### config.mk
export PLATFORM = sky130hd
export DESIGN_NAME = spike_rate_encoder
export DESIGN_NICKNAME = d
export VERILOG_FILES = /design/src/rtl/spike_enc_pkg.sv /design/src/rtl/spike_lfsr.sv /design/src/rtl/spike_rate_encoder.sv
export SDC_FILE = /design/constraint.sdc
export NUM_CORES = 1
export LEC_CHECK = 0
export CORE_ASPECT_RATIO = 1.2
export CORE_MARGIN = 2
export CORE_UTILIZATION = 39
export DETAILED_ROUTE_END_ITERATION = 6
export SKIP_CTS_REPAIR_TIMING = 1
export SYNTH_ARGS = -nofsm -noshare
export SYNTH_HDL_FRONTEND = slang
export SYNTH_SLANG_ARGS = --single-unit
### constraint.sdc
create_clock -name clk_i -period 2.2 [get_ports clk_i]
set_input_delay 0.22 -clock clk_i [delete_from_list [all_inputs] [get_ports clk_i]]
set_output_delay 0.22 -clock clk_i [all_outputs]
set_load 0.05 [all_outputs]
### src/rtl/spike_enc_pkg.sv
// Shared types and constants for the spike rate encoder.
package spike_enc_pkg;

    typedef enum logic [1:0] {
        LOAD = 2'd0,
        RUN  = 2'd1,
        DONE = 2'd2
    } enc_state_t;

    // Tap mask for x^16+x^14+x^13+x^11+1 (bit positions 15,13,12,10)
    localparam logic [15:0] LFSR_TAPS    = 16'hB400;
    localparam logic [15:0] DEFAULT_SEED = 16'hACE1;

    // One Fibonacci step: shift left, parity of tapped bits enters at bit 0
    function automatic logic [15:0] lfsr_next(input logic [15:0] s);
        return {s[14:0], ^(s & LFSR_TAPS)};
    endfunction

endpackage

### src/rtl/spike_lfsr.sv
// 16-bit Fibonacci LFSR with advance enable; a zero seed falls back to
// DEFAULT_SEED so the register can never lock up at all-zeros.
module spike_lfsr
    import spike_enc_pkg::*;
#(
    parameter logic [15:0] SEED = DEFAULT_SEED
) (
    input  logic        clk_i,
    input  logic        rst_i,
    input  logic        adv_i,
    output logic [15:0] state_o
);

    localparam logic [15:0] SEED_EFF = (SEED == 16'h0000) ? DEFAULT_SEED : SEED;

    logic [15:0] state_q;

    // Shift register: reload seed on reset, step once per enabled cycle
    always_ff @(posedge clk_i) begin
        if (rst_i) begin
            state_q <= SEED_EFF;
        end else if (adv_i) begin
            state_q <= lfsr_next(state_q);
        end
    end

    assign state_o = state_q;

endmodule

### src/rtl/spike_rate_encoder.sv
// Rate encoder: loads NUM_CHANNELS pixels, then emits one spike vector per
// tick for WINDOW timesteps. Default coding compares a rotated LFSR slice
// against each pixel. Defining SPIKE_ENC_DETERMINISTIC_EN swaps the LFSR
// for per-channel overflow accumulators (exact floor(pix*WINDOW/2^PIX_W)).
//
//   state | meaning
//   LOAD  | accepting pixels, one per valid&ready handshake
//   RUN   | each tick emits a spike vector one cycle later
//   DONE  | single cycle carrying the last strobe and done_o
module spike_rate_encoder
    import spike_enc_pkg::*;
#(
    parameter int          NUM_CHANNELS = 8,
    parameter int          PIX_W        = 8,
    parameter int          WINDOW       = 64,
    parameter logic [15:0] SEED         = 16'hACE1
) (
    input  logic                    clk_i,
    input  logic                    rst_i,
    input  logic                    pix_valid_i,
    input  logic [PIX_W-1:0]        pix_data_i,
    output logic                    pix_ready_o,
    input  logic                    tick_i,
    input  logic                    abort_i,
    output logic [NUM_CHANNELS-1:0] spike_o,
    output logic                    spike_valid_o,
    output logic                    busy_o,
    output logic                    done_o
);

    localparam int IDX_W  = (NUM_CHANNELS > 1) ? $clog2(NUM_CHANNELS) : 1;
    localparam int STEP_W = $clog2(WINDOW);

    enc_state_t state_q, state_d;

    logic [IDX_W-1:0]        idx_q;
    logic [STEP_W-1:0]       step_q;
    logic [PIX_W-1:0]        pix_q [NUM_CHANNELS];
    logic [NUM_CHANNELS-1:0] spike_c;
    logic [NUM_CHANNELS-1:0] spike_q;
    logic                    spike_valid_q;
    logic                    done_q;

    logic accept, last_pix, last_step, tick_run, abort_run;

    assign accept    = (state_q == LOAD) && pix_valid_i;
    assign last_pix  = (idx_q == IDX_W'(NUM_CHANNELS - 1));
    assign last_step = (step_q == STEP_W'(WINDOW - 1));
    assign abort_run = (state_q == RUN) && abort_i;
    assign tick_run  = (state_q == RUN) && tick_i && !abort_i;

    // State register
    always_ff @(posedge clk_i) begin
        if (rst_i) begin
            state_q <= LOAD;
        end else begin
            state_q <= state_d;
        end
    end

    // Next-state logic; abort wins over a coincident tick
    always_comb begin
        state_d = state_q;
        case (state_q)
            LOAD: if (accept && last_pix) state_d = RUN;
            RUN: begin
                if (abort_i) begin
                    state_d = LOAD;
                end else if (tick_i && last_step) begin
                    state_d = DONE;
                end
            end
            DONE:    state_d = LOAD;
            default: state_d = LOAD;
        endcase
    end

    // FSM outputs decoded from the current state
    always_comb begin
        pix_ready_o = (state_q == LOAD);
        busy_o      = (state_q != LOAD);
    end

    // Pixel index, timestep counter and pixel storage
    always_ff @(posedge clk_i) begin
        if (rst_i) begin
            idx_q  <= '0;
            step_q <= '0;
            for (int c = 0; c < NUM_CHANNELS; c++) begin
                pix_q[c] <= '0;
            end
        end else if (accept) begin
            pix_q[idx_q] <= pix_data_i;
            if (last_pix) begin
                idx_q  <= '0;
                step_q <= '0;
            end else begin
                idx_q <= idx_q + IDX_W'(1);
            end
        end else if (abort_run) begin
            idx_q  <= '0;
            step_q <= '0;
        end else if (tick_run) begin
            step_q <= last_step ? '0 : step_q + STEP_W'(1);
        end
    end

    // Output register: strobe and vector one cycle after each RUN tick
    always_ff @(posedge clk_i) begin
        if (rst_i) begin
            spike_q       <= '0;
            spike_valid_q <= 1'b0;
            done_q        <= 1'b0;
        end else begin
            spike_q       <= tick_run ? spike_c : '0;
            spike_valid_q <= tick_run;
            done_q        <= tick_run && last_step;
        end
    end

    assign spike_o       = spike_q;
    assign spike_valid_o = spike_valid_q;
    assign done_o        = done_q;

`ifdef SPIKE_ENC_DETERMINISTIC_EN

    logic [PIX_W-1:0] acc_q   [NUM_CHANNELS];
    logic [PIX_W:0]   acc_sum [NUM_CHANNELS];
    logic [15:0]      unused_seed;

    assign unused_seed = SEED;

    for (genvar c = 0; c < NUM_CHANNELS; c++) begin : g_acc
        assign acc_sum[c] = {1'b0, acc_q[c]} + {1'b0, pix_q[c]};
        assign spike_c[c] = acc_sum[c][PIX_W];
    end

    // Accumulators restart on every entry to RUN, on abort and on reset
    always_ff @(posedge clk_i) begin
        if (rst_i || abort_run || (accept && last_pix)) begin
            for (int c = 0; c < NUM_CHANNELS; c++) begin
                acc_q[c] <= '0;
            end
        end else if (tick_run) begin
            for (int c = 0; c < NUM_CHANNELS; c++) begin
                acc_q[c] <= acc_sum[c][PIX_W-1:0];
            end
        end
    end

`else

    logic [15:0] lfsr_state;

    spike_lfsr #(
        .SEED (SEED)
    ) u_lfsr (
        .clk_i   (clk_i),
        .rst_i   (rst_i),
        .adv_i   (tick_run),
        .state_o (lfsr_state)
    );

    // Each channel sees the same low slice rotated by a different amount,
    // so channels are decorrelated without extra LFSRs.
    for (genvar c = 0; c < NUM_CHANNELS; c++) begin : g_cmp
        localparam int SH = (2 * c) % PIX_W;
        logic [PIX_W-1:0] rand_c;
        if (SH == 0) begin : g_norot
            assign rand_c = lfsr_state[PIX_W-1:0];
        end else begin : g_rot
            assign rand_c = {lfsr_state[PIX_W-1-SH:0], lfsr_state[PIX_W-1:PIX_W-SH]};
        end
        assign spike_c[c] = (rand_c < pix_q[c]);
    end

    if (PIX_W < 16) begin : g_hi
        logic unused_lfsr_hi;
        assign unused_lfsr_hi = ^lfsr_state[15:PIX_W];
    end

`endif

endmodule

## Word-level counts from Yosys, hierarchy flattened

Memory sizes are Yosys's and may differ from the RTL's.
Cells that the tools add are included.

- Add/subtract/negate cells: 2
- $lt $le $gt $ge: 8
- Equal/unequal tests: 6
- Multiplexer cells: 20
- Bitwise logic cells: 1
- Reductions and logical operators: 17

Operator list:

| kind | count |
|---|---|
| $lt A8 B8 Y1 | 8 |
| $mux W6 | 5 |
| $reduce_xor A16 Y1 | 1 |
| $mux W3 | 4 |
| $mux W8 | 1 |
| $reduce_or A8 Y1 | 1 |
| $logic_and A1 B1 Y1 | 7 |
| $add A6 B1 Y6 const B | 1 |
| $eq A6 B6 Y1 const B | 1 |
| $mux W1 | 6 |
| $mux W2 | 3 |
| $ne A2 B1 Y1 const B | 2 |
| $pmux W2 S2 | 1 |
| $reduce_and A2 Y1 | 2 |
| $reduce_bool A2 Y1 | 2 |
| $add A3 B1 Y3 const B | 1 |
| $eq A3 B3 Y1 const B | 1 |
| $ne A3 B2 Y1 const B | 1 |
| $reduce_bool A3 Y1 | 1 |
| $eq A2 B1 Y1 const B | 1 |
| $logic_not A2 Y1 | 1 |
| $reduce_or A2 Y1 | 1 |
| $logic_not A1 Y1 | 1 |
| $not A1 Y1 | 1 |

- Register bits: 37
- Bits in writable memories: 64
- Bits of input ports: 13
- Output and inout port bits: 12
- Word-level logic and storage cells: 62
- Memories kept: 1

Memory list:

| memory | depth | width | read ports | clocked after Yosys merged registers in | write ports | line | source |
|---|---|---|---|---|---|---|---|
| pix_q | 8 | 8 | 8 | 0 | 8 | spike_rate_encoder.sv:38 | `logic [PIX_W-1:0] pix_q [NUM_CHANNELS];` |

## Depth between registers and ports, before layout

Gate-level depths: netlist of the first run.

- Word-level depth: 7
- Depth in mapped cells: 7
- Mapped depth without buffers: 6

## Hierarchy

Synthesis of the first run repeated with hierarchy kept, for this count alone.

- Cells, all modules: 470
- Area total of the unflattened synthesis: 5278.8 µm²

Modules (own cells, without submodules):

| module | times used | cells an instance | area an instance (µm²) | sequential area each (µm²) |
|---|---|---|---|---|
| spike_rate_encoder | 1 | 415 | 4659.5 | 2342.2 |
| spike_lfsr | 1 | 55 | 619.3 | 320.3 |

## Worst setup path after synthesis of the first run

OpenSTA, ideal clock, no wires.

- Path type: reg2reg
- Start: reg state_q[0]
- End: mem pix_q[1][0], enable pin
- Library setup time: 0.310 ns
- Data arrival time: 1.549 ns
- Required time: 1.890 ns
- Setup slack: 0.341 ns
- Cell stages (with the launch flop): 6
- Path buffers: 1
- Clock period less this slack: 1.859 ns
- Cell sequence: dfxtp_1 buf_4 nor4b_1 nand2_1 nor3_1 or2_2

RTL lines:

| element | line | source |
|---|---|---|
| from (decl) | spike_rate_encoder.sv:34 | `enc_state_t state_q, state_d;` |
| from (signal assigned) | spike_rate_encoder.sv:57 | `state_q <= state_d;` |
| to (decl) | spike_rate_encoder.sv:38 |  |

## Worst setup path in the final report of the first run

- Start: reg state_q[1]
- End: out busy_o

- Word-level cells in the longest chain between the ends: 1

RTL lines:

| element | line | source |
|---|---|---|
| $reduce_bool A2 Y1 | spike_rate_encoder.sv:81 | `busy_o = (state_q != LOAD);` |
| to (decl) | spike_rate_encoder.sv:27 | `output logic busy_o,` |

Every way passes these cells.

==> results of run 1 <==
[synthesized netlist by cell type (all sizes together) (2+ instances only)]
cell	count
nand3	4
clkbuf	7
a21oi	12
nand3b	7
a21o	25
inv	60
or2	11
and2	65
a22oi	3
ha	59
buf	3
dfxtp	37
o21ai	8
xnor2	4
edfxtp	64
a211o	2
and4	8
nand2b	12
a211oi	17
nor2	15
o21a	8
or3	2
nor3	5
nand2	37
[critical path, cell delays in order (launching register included)]
cell	delay, ns
dfxtp_1	0.53
or2_2	0.19
clkdlybuf4s50_1	0.79
[power by group through the flow]
stage	registers [mW]	logic, mW	clock network, mW
2_1_floorplan	2.12	0.129	0
3_5_place_dp	2.12	0.223	0
6_report	2.08	0.224	1.51
3_3_place_gp	2.12	0.211	0
4_1_cts	2.08	0.225	1.54
5_1_grt	2.09	0.251	1.59
[logic make-up (layout without fill, tap and decap cells)]
| group | count (synthesis) | after routing | synth area share [%] |
|---|---|---|---|
| AO/OA/AOI/OAI | 82 | 82 | 10.9 |
| XOR/XNOR | 5 | 5 | 0.830 |
| adder cells (fa/ha/maj) | 59 | 59 | 14.0 |
| buffers and inverters | 70 | 118 | 5.34 |
| flip-flops | 101 | 101 | 50.5 |
| multiplexers | 1 | 1 | 0.190 |
| AND/OR/NAND/NOR | 170 | 170 | 18.3 |
[cell type report]
cell class | instances | share of cell area [%]
clock inverters | 6 | 0.881
well taps | 168 | 3.44
inverters | 60 | 3.69
flip-flops and latches | 101 | 43.6
multi-input cells | 317 | 38.3
repair buffers | 42 | 6.39
clock buffers | 10 | 3.75
[routing by layer]
layer	track usage (%)	vias up	wire length, um
met1	21.2	1676	4930
li1	-	1782	-
met5	0	-	0
met4	7.36	0	434
met3	2.68	29	400
met2	28.3	80	5670
[metrics by stage]
stage                     worst slack [ns]  area [um2]  total power [mW]  setup TNS [ns]
after floorplan                      0.341        5280              2.25               0
after global placement           -0.000707        5820              2.33        -0.00479
after detailed placement          -0.00892        5820              2.35         -0.0707
after CTS                          0.00609        6110              3.84               0
after global routing                0.0385        6110              3.93               0
final                                0.125        6110              3.81               0
[flip-flops by register name, indices dropped and copies added (netlist names)]
name	flops
step_q	6
spike_o	8
idx_q	3
state_q	2
u_lfsr.state_o	16
spike_valid_o	1
done_o	1
pix_q	64
[final timing paths]
path	slack, ns	start	depth (start not counted)	end
setup / recovery	0.12	state_q[1]	2	busy_o
hold / removal	0.45	u_lfsr.state_o[11]	2	u_lfsr.state_o[12]
setup reg to reg	0.17	state_q[1]	4	pix_q[1][5]
hold reg to reg	0.45	u_lfsr.state_o[11]	2	u_lfsr.state_o[12]
==> flow_summary.yaml, run 1 <==
final_layout:
  layout_common_cells: "65 x and2_1, 64 x edfxtp_1, 60 x inv_1, 59 x ha_1"
  fillers: 1234
  finalNonFillerCells: 704
  regArea_um2: 2660
  drive_above_1_share_pct: 8.40
  finalNetCount: 603
  multi_input_area_um2: 2340
  fin_util_pct: 46.1
  layout_commonest_cell: "and2_1"
  n_antenna_cell: 0
  syn_to_final_growth_pct: 15.8
logic_synthesis:
  synth_seq_area_share_pct: 50.5
  syn_inst: 488
  synthArstFlopShare_pct: 0
  synth_top_area_cell: "edfxtp_1"
  ys_seq_elements: 101
  synth_fp_nets: 560
  synth_flop_cell: "edfxtp_1"
  synth_top_area_share_pct: 36.4
  syn_area_um2: 5280
  avgSynthCellArea_um2: 10.8
  ys_warn_count: 0
  synth_cell_type_count: 40
  synthTopCellsByArea: "edfxtp_1 36%, dfxtp_1 14%, ha_1 14%"
  synth-edff-count: 64
floorplan:
  die_h_um: 131
  core_um2: 13200
  rows: 46
  start_util_pct: 39.8
  die_x_um: 110
  die_area_um2: 14500
  ios: 25
sta:
  finalHoldWorstSlack_ns: 0.453
  setup_viol: 0
  finClkSkew_ns: 0.0105
  fmax_mhz: 482
  slew_violations: 0
  final_hold_viol_count: 0
  rsz0062_at_grt: "false"
  worst_pin_slew_ns: 0.678
  relSlewSlack_pct: 54.7
  period_needed_ns: 2.08
  finalCritPeriodShare_pct: 94.3
drt:
  drc_errors: 0
  vias_per_cell: 5.07
  postRouteWirelength_um: 11400
  avgRoutedWirePerCell_um: 16.2
  antenna_left: 0
  dr.pass1.iters: 5
  vias: 3567
  first_iter_violations: 204
power_and_ir_drop:
  swShare_pct: 22.8
  internal_power_mw: 2.95
  power_frac_seq_pct: 54.5
  ir_worst_vdd_v: 0.000318
  power_frac_clock_pct: 39.6
  power_density_nw_per_um2: 624
  pwr-share-comb_pct: 5.9
  leakagePower_nw: 2.59
  switchingPower_mw: 0.868
outcome:
  status: "finished, final reports clean"
clock_tree:
  clkSinkCount: 101
  clk_path_buf_depth: 2
  cts-root-buf: "clkbuf_16"
  clk_pin_slew_ns: 0.08
  cts_tree: "built"
  clock_latency_ns: 0.35
  numCtsBuffers: 9
  htree_levels: 3
min_path:
  min_path_type: "reg2reg"
critical_path:
  path_class: "reg2out"
  end_kind: "primary output"
  cp.required_ns: 1.98
  cp_max_fo: 10
  cp-start-kind: "flop"
  arrival_ns: 1.86
grt:
  antenna_found_initial: 0
  grtUsageTotal_pct: 16.9
  grt_start_max_net_pins: 34
  gr-total-overflow: 0
  grt_first_pass_wirelength_um: 17900
  grt_pass1_vias: 3385
placement:
  post-place-cells: 688
  dp_hpwl_um: 7930
  port_buffers: 24
  gp_congestion: 0.791
run:
  max_cap_violations: 0
Power figures use the tool's default switching activity.
==> run 2: changes to the inputs <==
--- a/config.mk
+++ b/config.mk
@@ -7,8 +7,9 @@
 export LEC_CHECK = 0
 export CORE_ASPECT_RATIO = 1.2
 export CORE_MARGIN = 2
-export CORE_UTILIZATION = 39
+export CORE_UTILIZATION = 55
 export DETAILED_ROUTE_END_ITERATION = 6
+export PLACE_DENSITY = 0.74
 export SKIP_CTS_REPAIR_TIMING = 1
 export SYNTH_ARGS = -nofsm -noshare
 export SYNTH_HDL_FRONTEND = slang
==> run 2 against run 1 <==
Against the previous run: via count is 2.0% lower; core utilization rose by 18 points; fmax rose by 0.64%; non-clock buffer count up 2; die area shrank 28%; critical path type unchanged; design area decreased by 0.94%; global-route usage increased by 5.6 points; first-iteration DRC count is 18% higher; sequential share of layout area up 0.41 points; hold slack improved by 0.0014 ns.
==> flow_summary.yaml, run 2 (synthesis results as in run 1) <==
critical_path:
  cp_cell_sequence: "or2_2, clkdlybuf4s50_1"
  slowest_stage: "clkdlybuf4s50_1"
  r2r-end: "step_q[5]"
  cp.required_ns: 1.98
  startpoint: "state_q[1]"
  cp_slowest_stage_delay_ns: 0.79
  r2r_start: "idx_q[0]"
  arrival_ns: 1.84
  critical_path.top_delay_family: "buffers and inverters"
  worst-path-buf-inv: 1
  r2r_cells: 6
  cp-start-kind: "flop"
  cp_max_fo: 10
  end_kind: "primary output"
  r2r_setup_slack_ns: 0.19
  path_class: "reg2out"
floorplan:
  rows: 39
  ios: 25
  die_x_um: 93.4
  die_h_um: 111
  core_um2: 9420
  die_area_um2: 10400
  start_util_pct: 56.0
clock_tree:
  numCtsBuffers: 9
  clk_path_buf_depth: 2
  cts-root-buf: "clkbuf_16"
  clkSinkCount: 101
  clk_pin_slew_ns: 0.06
  htree_levels: 3
  cts_tree: "built"
  clock_latency_ns: 0.35
power_and_ir_drop:
  power_density_nw_per_um2: 621
  ir_worst_vdd_v: 0.000432
  power.total_mw: 3.76
  leakagePower_nw: 2.59
grt:
  antenna_found_initial: 0
  grtUsageTotal_pct: 22.5
  grt_first_pass_wirelength_um: 17300
  gr-total-overflow: 0
  grt_start_max_net_pins: 34
  grt_pass1_vias: 3506
drt:
  avgRoutedWirePerCell_um: 16.0
  first_iter_violations: 241
  vias: 3496
  antenna_left: 0
  postRouteWirelength_um: 10600
  drc_errors: 0
  dr.pass1.iters: 4
  vias_per_cell: 5.29
min_path:
  hold_end: "u_lfsr.state_o[14]"
  min_path_cells: 2
  min_path_type: "reg2reg"
  holdCritStartpoint: "u_lfsr.state_o[14]"
sta:
  finClkSkew_ns: 0.00941
  relSlewSlack_pct: 62.4
  rsz0062_at_grt: "false"
  final_hold_viol_count: 0
  fmax_mhz: 485
  setup_tns_ns: 0
  slew_violations: 0
  setup_viol: 0
  finalCritPeriodShare_pct: 93.7
  period_needed_ns: 2.06
  worst_pin_slew_ns: 0.549
final_layout:
  largest_reg_flops: 64
  layout_commonest_cell: "and2_1"
  regMostFlops: "pix_q"
  postLayoutCellArea_um2: 6050
  drive_above_1_share_pct: 8.74
  finalNetCount: 605
  fin_util_pct: 64.2
  n_antenna_cell: 0
  multi_input_area_um2: 2340
  fillers: 699
  syn_to_final_growth_pct: 14.7
  regArea_um2: 2660
  finalNonFillerCells: 661
  layout_common_cells: "65 x and2_1, 64 x edfxtp_1, 60 x inv_1, 59 x ha_1"
placement:
  gp_congestion: 0.798
  dp_hpwl_um: 7520
  postPlaceCellArea_um2: 5770
  post-place-cells: 645
  port_buffers: 24
outcome:
  status: "finished, final reports clean"
run:
  max_cap_violations: 0
==> run 2: changes by cell type in the layout (fill, tap and decap cells not counted) <==
cell | before | now
buf_12 | 1 | 0
buf_4 | 17 | 20
clkbuf_8 | 0 | 2
clkinv_2 | 0 | 3
clkinv_4 | 1 | 0
inv_6 | 3 | 0
inv_8 | 1 | 0
==> run 2: metrics by stage <==
| step | hold slack [ns] | setup WS, ns |
|---|---|---|
| floorplan | 0.402 | 0.341 |
| global placement | 0.439 | 0.0292 |
| detailed placement | 0.451 | 0.0159 |
| CTS | 0.459 | 0.0232 |
| global route | 0.487 | 0.0711 |
| finish | 0.454 | 0.138 |
==> run 2: where the power goes <==
part	total, mW	internal (mW)	switching, mW
combinational	0.219	0.0919	0.128
clock	1.46	0.822	0.633
sequential	2.08	2.07	0.0158
==> run 2: cell type report <==
cell class	count	area share (%)
repair buffers	44	6.49
clock inverters	4	0.372
clock buffers	12	4.24
well taps	123	2.54
multi-input cells	317	38.6
flip-flops and latches	101	44.0
inverters	60	3.72
==> run 2: routing by layer <==
| layer | wire [um] | global-route usage, % | vias up | part of all wire, % |
|---|---|---|---|---|
| li1 | - | - | 1785 | - |
| met1 | 4280 | 25.8 | 1613 | 41 |
| met2 | 5370 | 38.9 | 67 | 51 |
| met3 | 485 | 4.55 | 31 | 4.6 |
| met4 | 429 | 11.8 | 0 | 4.1 |
| met5 | 0 | 0 | - | 0 |
==> run 2: worst min-delay path, cell delays in order (launching register included) <==
cell     delay [ns]
dfxtp_1        0.31
nand2_1        0.05
a21oi_1        0.05
==> run 2: how the worst max path moves through the flow <==
stage | to | cells after the start
2_1_floorplan | pix_q[1][0] | 5
3_3_place_gp | pix_q[0][1] | 5
3_5_place_dp | pix_q[0][3] | 5
4_1_cts | pix_ready_o | 3
5_1_grt | busy_o | 2
6_report | busy_o | 2
